File: src/rtl/assoc_cache_controller.sv
// N-way set-associative write-back / write-allocate cache controller.
// Ports: clk, reset; cpu_* load/store side; mem_* ready/valid memory side.
module assoc_cache_controller #(
  parameter int ADDR_W = 32,
  parameter int DATA_W = 32,
  parameter int SETS   = 4,
  parameter int WAYS   = 2
) (
  input  logic              clk,
  input  logic              reset,
  input  logic [ADDR_W-1:0] cpu_address,
  input  logic [DATA_W-1:0] cpu_data_in,
  input  logic              cpu_read,
  input  logic              cpu_write,
  output logic [DATA_W-1:0] cpu_data_out,
  output logic              cpu_ready,
  output logic              cache_hit,
  output logic [ADDR_W-1:0] mem_address,
  output logic [DATA_W-1:0] mem_data_out,
  input  logic [DATA_W-1:0] mem_data_in,
  output logic              mem_read,
  output logic              mem_write,
  input  logic              mem_ready
);

  localparam int OFF_W = $clog2(DATA_W / 8);
  localparam int IDX_W = $clog2(SETS);
  localparam int TAG_W = ADDR_W - IDX_W - OFF_W;
  localparam int WAY_W = (WAYS > 1) ? $clog2(WAYS) : 1;
  localparam logic [ADDR_W-1:0] LINE_MASK =
    ~ADDR_W'((64'd1 << OFF_W) - 64'd1);

  typedef enum logic [1:0] {
    S_IDLE,
    S_WB,
    S_FILL,
    S_DONE
  } state_t;

  state_t state, state_nx;

  logic [TAG_W-1:0]  tag_mem  [SETS][WAYS];
  logic [DATA_W-1:0] data_mem [SETS][WAYS];
  logic [WAYS-1:0]   valid_q  [SETS];
  logic [WAYS-1:0]   dirty_q  [SETS];
  logic [WAY_W-1:0]  rr_q     [SETS];

  logic [ADDR_W-1:0] req_addr;
  logic [DATA_W-1:0] req_data;
  logic              req_wr;
  logic [WAY_W-1:0]  vict_q;
  logic [DATA_W-1:0] rd_q;
  logic              hit_q;

  logic              req_any;
  logic [IDX_W-1:0]  idx;
  logic [TAG_W-1:0]  tag;
  logic              hit_any;
  logic [WAY_W-1:0]  hit_way;
  logic              inv_any;
  logic [WAY_W-1:0]  inv_way;
  logic [WAY_W-1:0]  vict_sel;
  logic              vict_dirty;

  function automatic logic [ADDR_W-1:0] line_addr(
    input logic [TAG_W-1:0] t,
    input logic [IDX_W-1:0] i
  );
    logic [ADDR_W-1:0] a;
    a = '0;
    a[ADDR_W-1 -: TAG_W] = t;
    a[OFF_W +: IDX_W] = i;
    return a;
  endfunction

  assign req_any = cpu_read | cpu_write;

  // In IDLE the lookup uses the live request; afterwards the latched one.
  assign idx = (state == S_IDLE) ? cpu_address[OFF_W +: IDX_W]
                                 : req_addr[OFF_W +: IDX_W];
  assign tag = (state == S_IDLE) ? cpu_address[ADDR_W-1 -: TAG_W]
                                 : req_addr[ADDR_W-1 -: TAG_W];

  // Scanning downward leaves the lowest-index invalid way selected.
  always_comb begin
    hit_any = 1'b0;
    hit_way = '0;
    inv_any = 1'b0;
    inv_way = '0;
    for (int w = WAYS - 1; w >= 0; w--) begin
      if (valid_q[idx][w] && tag_mem[idx][w] == tag) begin
        hit_any = 1'b1;
        hit_way = WAY_W'(w);
      end
      if (!valid_q[idx][w]) begin
        inv_any = 1'b1;
        inv_way = WAY_W'(w);
      end
    end
  end

  assign vict_sel   = inv_any ? inv_way : rr_q[idx];
  assign vict_dirty = valid_q[idx][vict_sel] & dirty_q[idx][vict_sel];

  always_ff @(posedge clk) begin
    if (reset) begin
      state <= S_IDLE;
    end else begin
      state <= state_nx;
    end
  end

  always_comb begin
    state_nx     = state;
    mem_read     = 1'b0;
    mem_write    = 1'b0;
    mem_address  = '0;
    mem_data_out = '0;
    cpu_ready    = 1'b0;
    unique case (state)
      S_IDLE: begin
        if (req_any) begin
          if (hit_any)         state_nx = S_DONE;
          else if (vict_dirty) state_nx = S_WB;
          else                 state_nx = S_FILL;
        end
      end
      S_WB: begin
        mem_write    = 1'b1;
        mem_address  = line_addr(tag_mem[idx][vict_q], idx);
        mem_data_out = data_mem[idx][vict_q];
        if (mem_ready) state_nx = S_FILL;
      end
      S_FILL: begin
        mem_read    = 1'b1;
        mem_address = req_addr & LINE_MASK;
        if (mem_ready) state_nx = S_DONE;
      end
      S_DONE: begin
        cpu_ready = 1'b1;
        state_nx  = S_IDLE;
      end
      default: state_nx = S_IDLE;
    endcase
  end

  always_ff @(posedge clk) begin
    if (reset) begin
      for (int s = 0; s < SETS; s++) begin
        valid_q[s] <= '0;
        dirty_q[s] <= '0;
        rr_q[s]    <= '0;
      end
      req_addr <= '0;
      req_data <= '0;
      req_wr   <= 1'b0;
      vict_q   <= '0;
      rd_q     <= '0;
      hit_q    <= 1'b0;
    end else begin
      unique case (state)
        S_IDLE: begin
          if (req_any) begin
            req_addr <= cpu_address;
            req_data <= cpu_data_in;
            req_wr   <= cpu_write;
            hit_q    <= hit_any;
            if (hit_any) begin
              if (cpu_write) begin
                data_mem[idx][hit_way] <= cpu_data_in;
                dirty_q[idx][hit_way]  <= 1'b1;
              end else begin
                rd_q <= data_mem[idx][hit_way];
              end
            end else begin
              vict_q <= vict_sel;
              // Pointer only moves past a way that held a valid line.
              if (!inv_any) begin
                rr_q[idx] <= (WAYS > 1) ? rr_q[idx] + 1'b1 : '0;
              end
            end
          end
        end
        S_FILL: begin
          if (mem_ready) begin
            tag_mem[idx][vict_q] <= tag;
            valid_q[idx][vict_q] <= 1'b1;
            dirty_q[idx][vict_q] <= req_wr;
            if (req_wr) begin
              data_mem[idx][vict_q] <= req_data;
            end else begin
              data_mem[idx][vict_q] <= mem_data_in;
              rd_q <= mem_data_in;
            end
          end
        end
        default: ;
      endcase
    end
  end

  assign cpu_data_out = rd_q;
  assign cache_hit    = hit_q;

endmodule

File: config.mk
export PLATFORM = sky130hd
export DESIGN_NAME = assoc_cache_controller
export DESIGN_NICKNAME = d
export VERILOG_FILES = /design/src/rtl/assoc_cache_controller.sv
export SDC_FILE = /design/constraint.sdc
export NUM_CORES = 1
export LEC_CHECK = 0
export ABC_CLOCK_PERIOD_IN_PS = 8500
export BUFFER_PORTS_ARGS = -buffer_cell sky130_fd_sc_hd__buf_4
export CAP_MARGIN = 30
export CORE_MARGIN = 1
export CORE_UTILIZATION = 60
export CTS_CLUSTER_DIAMETER = 40
export DETAILED_ROUTE_END_ITERATION = 8
export GPL_TIMING_DRIVEN = 0
export PLACE_DENSITY = 0.78
export RECOVER_POWER = 100
export SYNTH_ARGS = -nofsm -noshare
export SYNTH_HDL_FRONTEND = slang
export SYNTH_SLANG_ARGS = --single-unit
File: constraint.sdc
create_clock -name clk -period 8.5 [get_ports clk]
set_input_delay 0.425 -clock clk [delete_from_list [all_inputs] [get_ports clk]]
set_output_delay 0.425 -clock clk [all_outputs]
set_load 0.02 [all_outputs]
==> flow_metrics.py, run 1 <==
metrics = {
    "outcome": {
        "run_status": "finished, violations left",
        "failing_checks": "capacitance limit, slew limit",
    },
    "critical_path": {
        "cp_cell_sequence": "inv_1 > ha_1 > clkbuf_1 > mux2_2 > buf_2 > clkbuf_1 > clkbuf_1 > clkbuf_1 > clkbuf_1 > clkbuf_1 > nand2_1 > nand3_1 > nand3_1 > a21o_1 > a21boi_0 > buf_4",
        "cp_slowest_cell": "sky130_fd_sc_hd__clkbuf_1",
        "top_cell_by_count_worst_path": "sky130_fd_sc_hd__clkbuf_1",
        "regToRegStartpoint": "state[0]",
        "timing.critical_path.from": "state[0]",
        "ff2ff_setup_slack_ns": 1.08,
        "cpLargestDelayFamily": "buffers and inverters",
        "cp.arrival_ns": 7.20,
        "timing.critical_path.to_type": "output pin",
        "worstSetupPathType": "register to output pin",
        "crit_path_start_kind": "register",
        "path_buf_inv": 9,
        "slowest_delay_ns": 0.77,
        "critPathMaxFanout": 10,
        "worstPathRequired_ns": 8.08,
    },
    "power": {
        "peak_ir_drop_on_the_vdd_network_mv": 0.197,
        "power_density_normalized_to_cell_area_nw_per_um2": 347,
        "power.leakage_uw": 0.0119,
    },
    "finish": {
        "multi_input_comb_area_um2": 9610,
        "num-nets-final": 2851,
        "final.fill_count": 3118,
        "drive_above_1_share": 0.121,
        "regArea_um2": 17000,
        "flow.area_growth_from_synthesis_pct": 17.6,
        "postLayoutCoreUtil": 0.717,
        "layout.cells.most_common": "sky130_fd_sc_hd__edfxtp_1",
        "final_cell_mix": "sky130_fd_sc_hd__edfxtp_1 (500), sky130_fd_sc_hd__nand2_1 (485), sky130_fd_sc_hd__clkbuf_1 (237)",
    },
    "placement": {
        "port_buffers": 196,
        "hpwlAfterDp_um": 64900,
        "routabilityCongestion": 1.01,
    },
    "synthesis": {
        "synth_top_cells_by_area": "sky130_fd_sc_hd__edfxtp_1 (54%), sky130_fd_sc_hd__dfxtp_1 (7.2%), sky130_fd_sc_hd__nand2_1 (6.6%)",
        "synthesis.area_per_instance_um2": 11.3,
        "netlist_area_um2": 27600,
        "ys_async_sr_fraction": 0,
        "synth_sequential_area_ratio": 0.615,
        "yosysUniqueCellTypes": 74,
        "yosys_top_cell_area_share": 0.543,
        "synth_cells": 2448,
        "dominantRegCellSynth": "sky130_fd_sc_hd__edfxtp_1",
        "count_of_flip_flops_with_a_built_in_enable_after_synthesis": 500,
        "synth_warnings": 0,
        "yosys_register_bits": 599,
        "synthDominantAreaCellType": "sky130_fd_sc_hd__edfxtp_1",
    },
    "floorplan": {
        "initial_core_util": 0.609,
        "number_of_cell_rows": 78,
        "io_pins": 201,
        "coreArea_um2": 45400,
        "overall_die_area_um2": 46900,
        "chipHeight_um": 217,
        "die_w_um": 217,
    },
    "global_route": {
        "antenna_found_initial": 3,
        "grt_pass1_vias": 22300,
        "grt_first_pass_wirelength_um": 139000,
        "grt_overflow_total": 0,
        "grt.total_usage": 0.404,
        "maximum_number_of_pins_on_one_net_before_global_route_repair": 22,
    },
    "timing": {
        "fin_crit_sh": 0.897,
        "final_hold_viols": 0,
        "final_max_slew_viol_count": 101,
        "finalHoldWorstSlack_ns": 0.0604,
        "slew_headroom": -0.123,
        "setup-tns-final_ns": 0,
        "max_freq_mhz": 131,
        "max_slew.worst_pin.slew_ns": 1.68,
        "endpoints_failing_setup": 0,
        "grt_setup_unrepaired": "false",
        "final.setup_skew_ns": 0.0236,
        "period_needed_ns": 7.62,
    },
    "cts": {
        "cts_num_sinks": 599,
        "cts_root_buf": "sky130_fd_sc_hd__clkbuf_16",
        "clock_tree.buffer_depth": 3,
        "cts-resized-gates": 0,
        "cts_h_tree_lvls": 3,
        "clkTransAtPathRegs_ns": 0.06,
        "clock_latency_ns": 0.63,
        "postCtsSetupBuffers": 0,
        "cts_made_buffers": 77,
        "tritoncts": "done",
        "cts_hold_repair.buffers": 0,
    },
    "routing": {
        "vias": 23200,
        "antenna_violating_nets_post_route": 0,
        "post_drt_wl_per_cell_um": 28.0,
        "dr.pass1.iters": 8,
        "finalWirelength_um": 95400,
        "drt-vias-per-instance": 6.79,
        "dr.first_iter.drc_count": 3800,
        "drc": 0,
    },
    "worst_hold_path": {
        "min-delay-path-class": "input pin to register",
        "hold_path_startpoint": "cpu_address[27]",
    },
    "flow_run": {
        "number_of_max_cap_violations": 7,
    },
}
-- worst reg2reg max path: cells and delay by family, from the launching register on --
family | cells | cell delay, ns
adder cells (fa/ha/maj) | 1 | 0.24
AND/OR/NAND/NOR | 4 | 1.89
buffers and inverters | 7 | 2.93
multiplexers | 2 | 1.31
AO/OA/AOI/OAI | 2 | 0.43
flip-flops | 1 | 0.32
-- power by group --
part,total (µW),switching [µW],leakage [µW],internal [µW]
logic,4360,3110,0.00530,1260
clock network,3360,1380,0.00127,1980
registers,3560,69.0,0.00535,3490
-- Yosys cell counts, types with 26 or more instances --
master                       n
sky130_fd_sc_hd__a21o_1     40
sky130_fd_sc_hd__a21oi_1   180
sky130_fd_sc_hd__a31oi_1    70
sky130_fd_sc_hd__a32oi_1    35
sky130_fd_sc_hd__and3_1     69
sky130_fd_sc_hd__buf_2      33
sky130_fd_sc_hd__clkbuf_1  120
sky130_fd_sc_hd__dfxtp_1    99
sky130_fd_sc_hd__edfxtp_1  500
sky130_fd_sc_hd__inv_1      64
sky130_fd_sc_hd__mux2i_1   151
sky130_fd_sc_hd__nand2_1   485
sky130_fd_sc_hd__nor2_1    109
sky130_fd_sc_hd__nor3b_1    34
sky130_fd_sc_hd__nor4_1     26
sky130_fd_sc_hd__o211ai_1   32
sky130_fd_sc_hd__o21ai_0    90
sky130_fd_sc_hd__xnor2_1    32
-- final timing paths --
path                           to  cells past startpoint
setup / recovery  mem_address[18]                     16
hold / removal       req_addr[27]                      3
setup reg to reg  data_mem[1][51]                     16
hold reg to reg      req_data[13]                      2
-- cell families after synthesis --
logic type,count (synthesis),synth area share
muxes,180,0.0715
and+or+nand+nor,826,0.135
buffers and inverters,254,0.0392
DFF,599,0.615
xor gates and xnor gates,38,0.0120
other,1,0.000136
adders and majority gates,4,0.00181
AOI/OAI and AO/OA,546,0.125
-- metrics by stage --
| step | cell area (µm²) | instances | setup WS [ns] | power [µW] |
|---|---|---|---|---|
| floorplan | 27700 | 2449 | 3.60 | 6190 |
| global placement | 29900 | 3245 | 0.711 | 7690 |
| detailed placement | 30400 | 3264 | 2.52 | 7820 |
| CTS | 33100 | 3407 | 1.92 | 11200 |
| global route | 32500 | 3411 | 0.815 | 11500 |
| finish | 32500 | 3412 | 0.879 | 11300 |
-- layer usage --
metal,up-vias,share of wire,track usage
met5,-,0,0
met4,0,0.055,0.215
met3,393,0.14,0.0911
met2,2104,0.45,0.608
met1,11100,0.36,0.549
li1,9598,-,-
-- sequential cells by signal (all words and copies together) (netlist names) --
signal / flops
data_mem: 256
tag_mem: 224
cpu_data_out: 32
req_data: 32
req_addr: 30
dirty_q: 8
valid_q: 8
rr_q: 4
state: 2
cache_hit: 1
req_wr: 1
vict_q: 1
-- cell type report --
class | instances | share of cell area
Clock buffer | 82 | 0.0605
Multi-Input combinational cell | 1596 | 0.296
Antenna cell | 2 | 0.000154
Buffer | 189 | 0.0246
Tap cell | 600 | 0.0231
Inverter | 65 | 0.00750
Sequential cell | 599 | 0.523
Clock inverter | 61 | 0.0219
Timing Repair Buffer | 218 | 0.0439
(Power assumes the default switching activity.)
==> run 2, diff against run 1 <==
- PLACE_DENSITY: 0.78 -> 0.77
==> run 2 against run 1 <==
The run still ends with capacitance limit, slew limit left. Worst setup slack improved by 0.094 ns. Sequential power barely moved. Combinational power down 2%. Sequential share of layout area grew 0.18 points. Maximum frequency grew 1.3%. Cell count down 0.26%. Register-to-register slack got worse by 0.11 ns. Critical path depth up 2. Cell area decreased by 0.34%. Critical path type is now register to register.
==> flow_metrics.py, run 2 (same netlist as run 1, synthesis figures left out) <==
metrics = {
    "placement": {
        "port_buffers": 196,
        "hpwlAfterDp_um": 64100,
        "routabilityCongestion": 1.00,
    },
    "cts": {
        "cts_hold_repair.buffers": 0,
        "cts_root_buf": "sky130_fd_sc_hd__clkbuf_16",
        "clock_tree.buffer_depth": 3,
        "cts_h_tree_lvls": 3,
        "clock_latency_ns": 0.62,
        "cts-resized-gates": 0,
        "postCtsSetupBuffers": 0,
        "clkTransAtPathRegs_ns": 0.05,
        "cts_made_buffers": 76,
        "cts_num_sinks": 599,
        "tritoncts": "done",
    },
    "floorplan": {
        "overall_die_area_um2": 46900,
        "coreArea_um2": 45400,
        "chipHeight_um": 217,
        "number_of_cell_rows": 78,
        "io_pins": 201,
        "die_w_um": 217,
        "initial_core_util": 0.609,
    },
    "timing": {
        "final.setup_skew_ns": 0.0253,
        "fin_crit_sh": 0.885,
        "final_max_slew_viol_count": 117,
        "max_slew.worst_pin.slew_ns": 1.90,
        "setup-tns-final_ns": 0,
        "endpoints_failing_setup": 0,
        "slew_headroom": -0.266,
        "final_hold_viols": 0,
        "period_needed_ns": 7.53,
        "grt_setup_unrepaired": "false",
        "max_freq_mhz": 133,
    },
    "finish": {
        "final_cell_mix": "sky130_fd_sc_hd__edfxtp_1 (500), sky130_fd_sc_hd__nand2_1 (485), sky130_fd_sc_hd__clkbuf_1 (246)",
        "regMostFlops": "data_mem",
        "regArea_um2": 17000,
        "layout_top_registers": "data_mem (256), tag_mem (224)",
        "flow.area_growth_from_synthesis_pct": 17.2,
        "largest_reg_flops": 256,
        "multi_input_comb_area_um2": 9610,
        "layout.cells.most_common": "sky130_fd_sc_hd__edfxtp_1",
        "drive_above_1_share": 0.115,
        "final.fill_count": 3226,
        "num-nets-final": 2846,
        "antennaDiodeCount": 0,
    },
    "critical_path": {
        "reg2regPathDepth": 18,
        "critPathMaxFanout": 18,
        "worstSetupPathType": "register to register",
        "cp_cell_sequence": "inv_1 > ha_1 > clkbuf_1 > clkbuf_1 > clkbuf_1 > mux2i_1 > clkbuf_1 > clkbuf_1 > nand2_1 > nand3_1 > o2111ai_1 > a22oi_1 > nand4_1 > nor2_1 > a21oi_1 > clkbuf_1 > nor2_4 > buf_12",
        "top_cell_by_count_worst_path": "sky130_fd_sc_hd__clkbuf_1",
        "worstPathRequired_ns": 8.80,
        "crit_path_start_kind": "register",
        "cp_slowest_cell": "sky130_fd_sc_hd__clkbuf_1",
        "ff2ff_setup_slack_ns": 0.97,
        "timing.critical_path.to_type": "register",
        "cp.arrival_ns": 7.83,
        "slowest_delay_ns": 0.76,
    },
    "global_route": {
        "antenna_found_initial": 1,
        "maximum_number_of_pins_on_one_net_before_global_route_repair": 23,
        "grt_pass1_vias": 21900,
        "grt.total_usage": 0.397,
        "grt_first_pass_wirelength_um": 136000,
        "grt_overflow_total": 0,
    },
    "worst_hold_path": {
        "min-delay-path-class": "input pin to register",
        "timing.hold.worst_path_depth": 3,
    },
    "outcome": {
        "failing_checks": "capacitance limit, slew limit",
        "run_status": "finished, violations left",
    },
    "power": {
        "finalPower_uw": 11200,
        "peak_ir_drop_on_the_vdd_network_mv": 0.186,
        "power_density_normalized_to_cell_area_nw_per_um2": 344,
        "power.leakage_uw": 0.0119,
    },
    "routing": {
        "drc": 0,
        "finalWirelength_um": 93500,
        "dr.pass1.iters": 6,
        "drt-vias-per-instance": 6.70,
        "dr.first_iter.drc_count": 3729,
        "post_drt_wl_per_cell_um": 27.5,
        "antenna_violating_nets_post_route": 0,
        "vias": 22800,
    },
    "flow_run": {
        "number_of_max_cap_violations": 7,
    },
}
## run 2: cell count changes in the layout (fill, tap and decap cells not counted), sizes merged
cell      before  now
buf          174  170
bufinv         8    9
clkinvlp      11    4
diode          2    0
inv           82   72
clkbuf       315  328
## run 2: area by class of cell
cell class / instances / share of cell area
Tap cell: 600 / 0.0232
Multi-Input combinational cell: 1596 / 0.297
Clock inverter: 45 / 0.0161
Clock buffer: 95 / 0.0645
Timing Repair Buffer: 214 / 0.0429
Buffer: 189 / 0.0246
Sequential cell: 599 / 0.524
Inverter: 65 / 0.00753
## run 2: critical path: cells and delay by family, from the launching register on
family                     cells  cell delay [ns]
buffers and inverters          8             3.98
DFF                            1             0.33
and+or+nand+nor                5             1.40
AOI/OAI and AO/OA              3             0.67
adders and majority gates      1             0.16
muxes                          1             0.67
## run 2: final timing paths
| check | start | to |
|---|---|---|
| setup reg to reg | state[0] | data_mem[0][57] |
| setup / recovery | state[0] | data_mem[0][57] |
| hold / removal | cpu_address[27] | req_addr[27] |
| hold reg to reg | req_data[25] | req_data[25] |
## run 2: power by group
part	switching (µW)	leakage, µW	internal, µW
sequential	68.6	0.00535	3490
clock	1280	0.00127	2040
combinational	3040	0.00527	1240
## run 2: metrics by stage
| stage | hold WS [ns] | setup slack [ns] | cells | cell area [µm²] | utilization |
|---|---|---|---|---|---|
| floorplan | 0.436 | 3.60 | 2449 | 27700 | - |
| global placement | 0.441 | 1.01 | 3245 | 29900 | 0.658 |
| detailed placement | 0.446 | 2.78 | 3263 | 30400 | 0.670 |
| CTS | 0.0605 | 2.06 | 3403 | 33000 | 0.727 |
| global route | 0.0712 | 0.876 | 3403 | 32400 | 0.714 |
| finish | 0.0704 | 0.974 | 3403 | 32400 | 0.714 |
## run 2: per-layer routing
metal  wire length (µm)  GRT usage  vias up
met5                 37          0        -
met4               5020      0.204        2
met3              13400     0.0968      362
met2              41000      0.587     1928
met1              34000      0.549    10900
li1                   -          -     9557
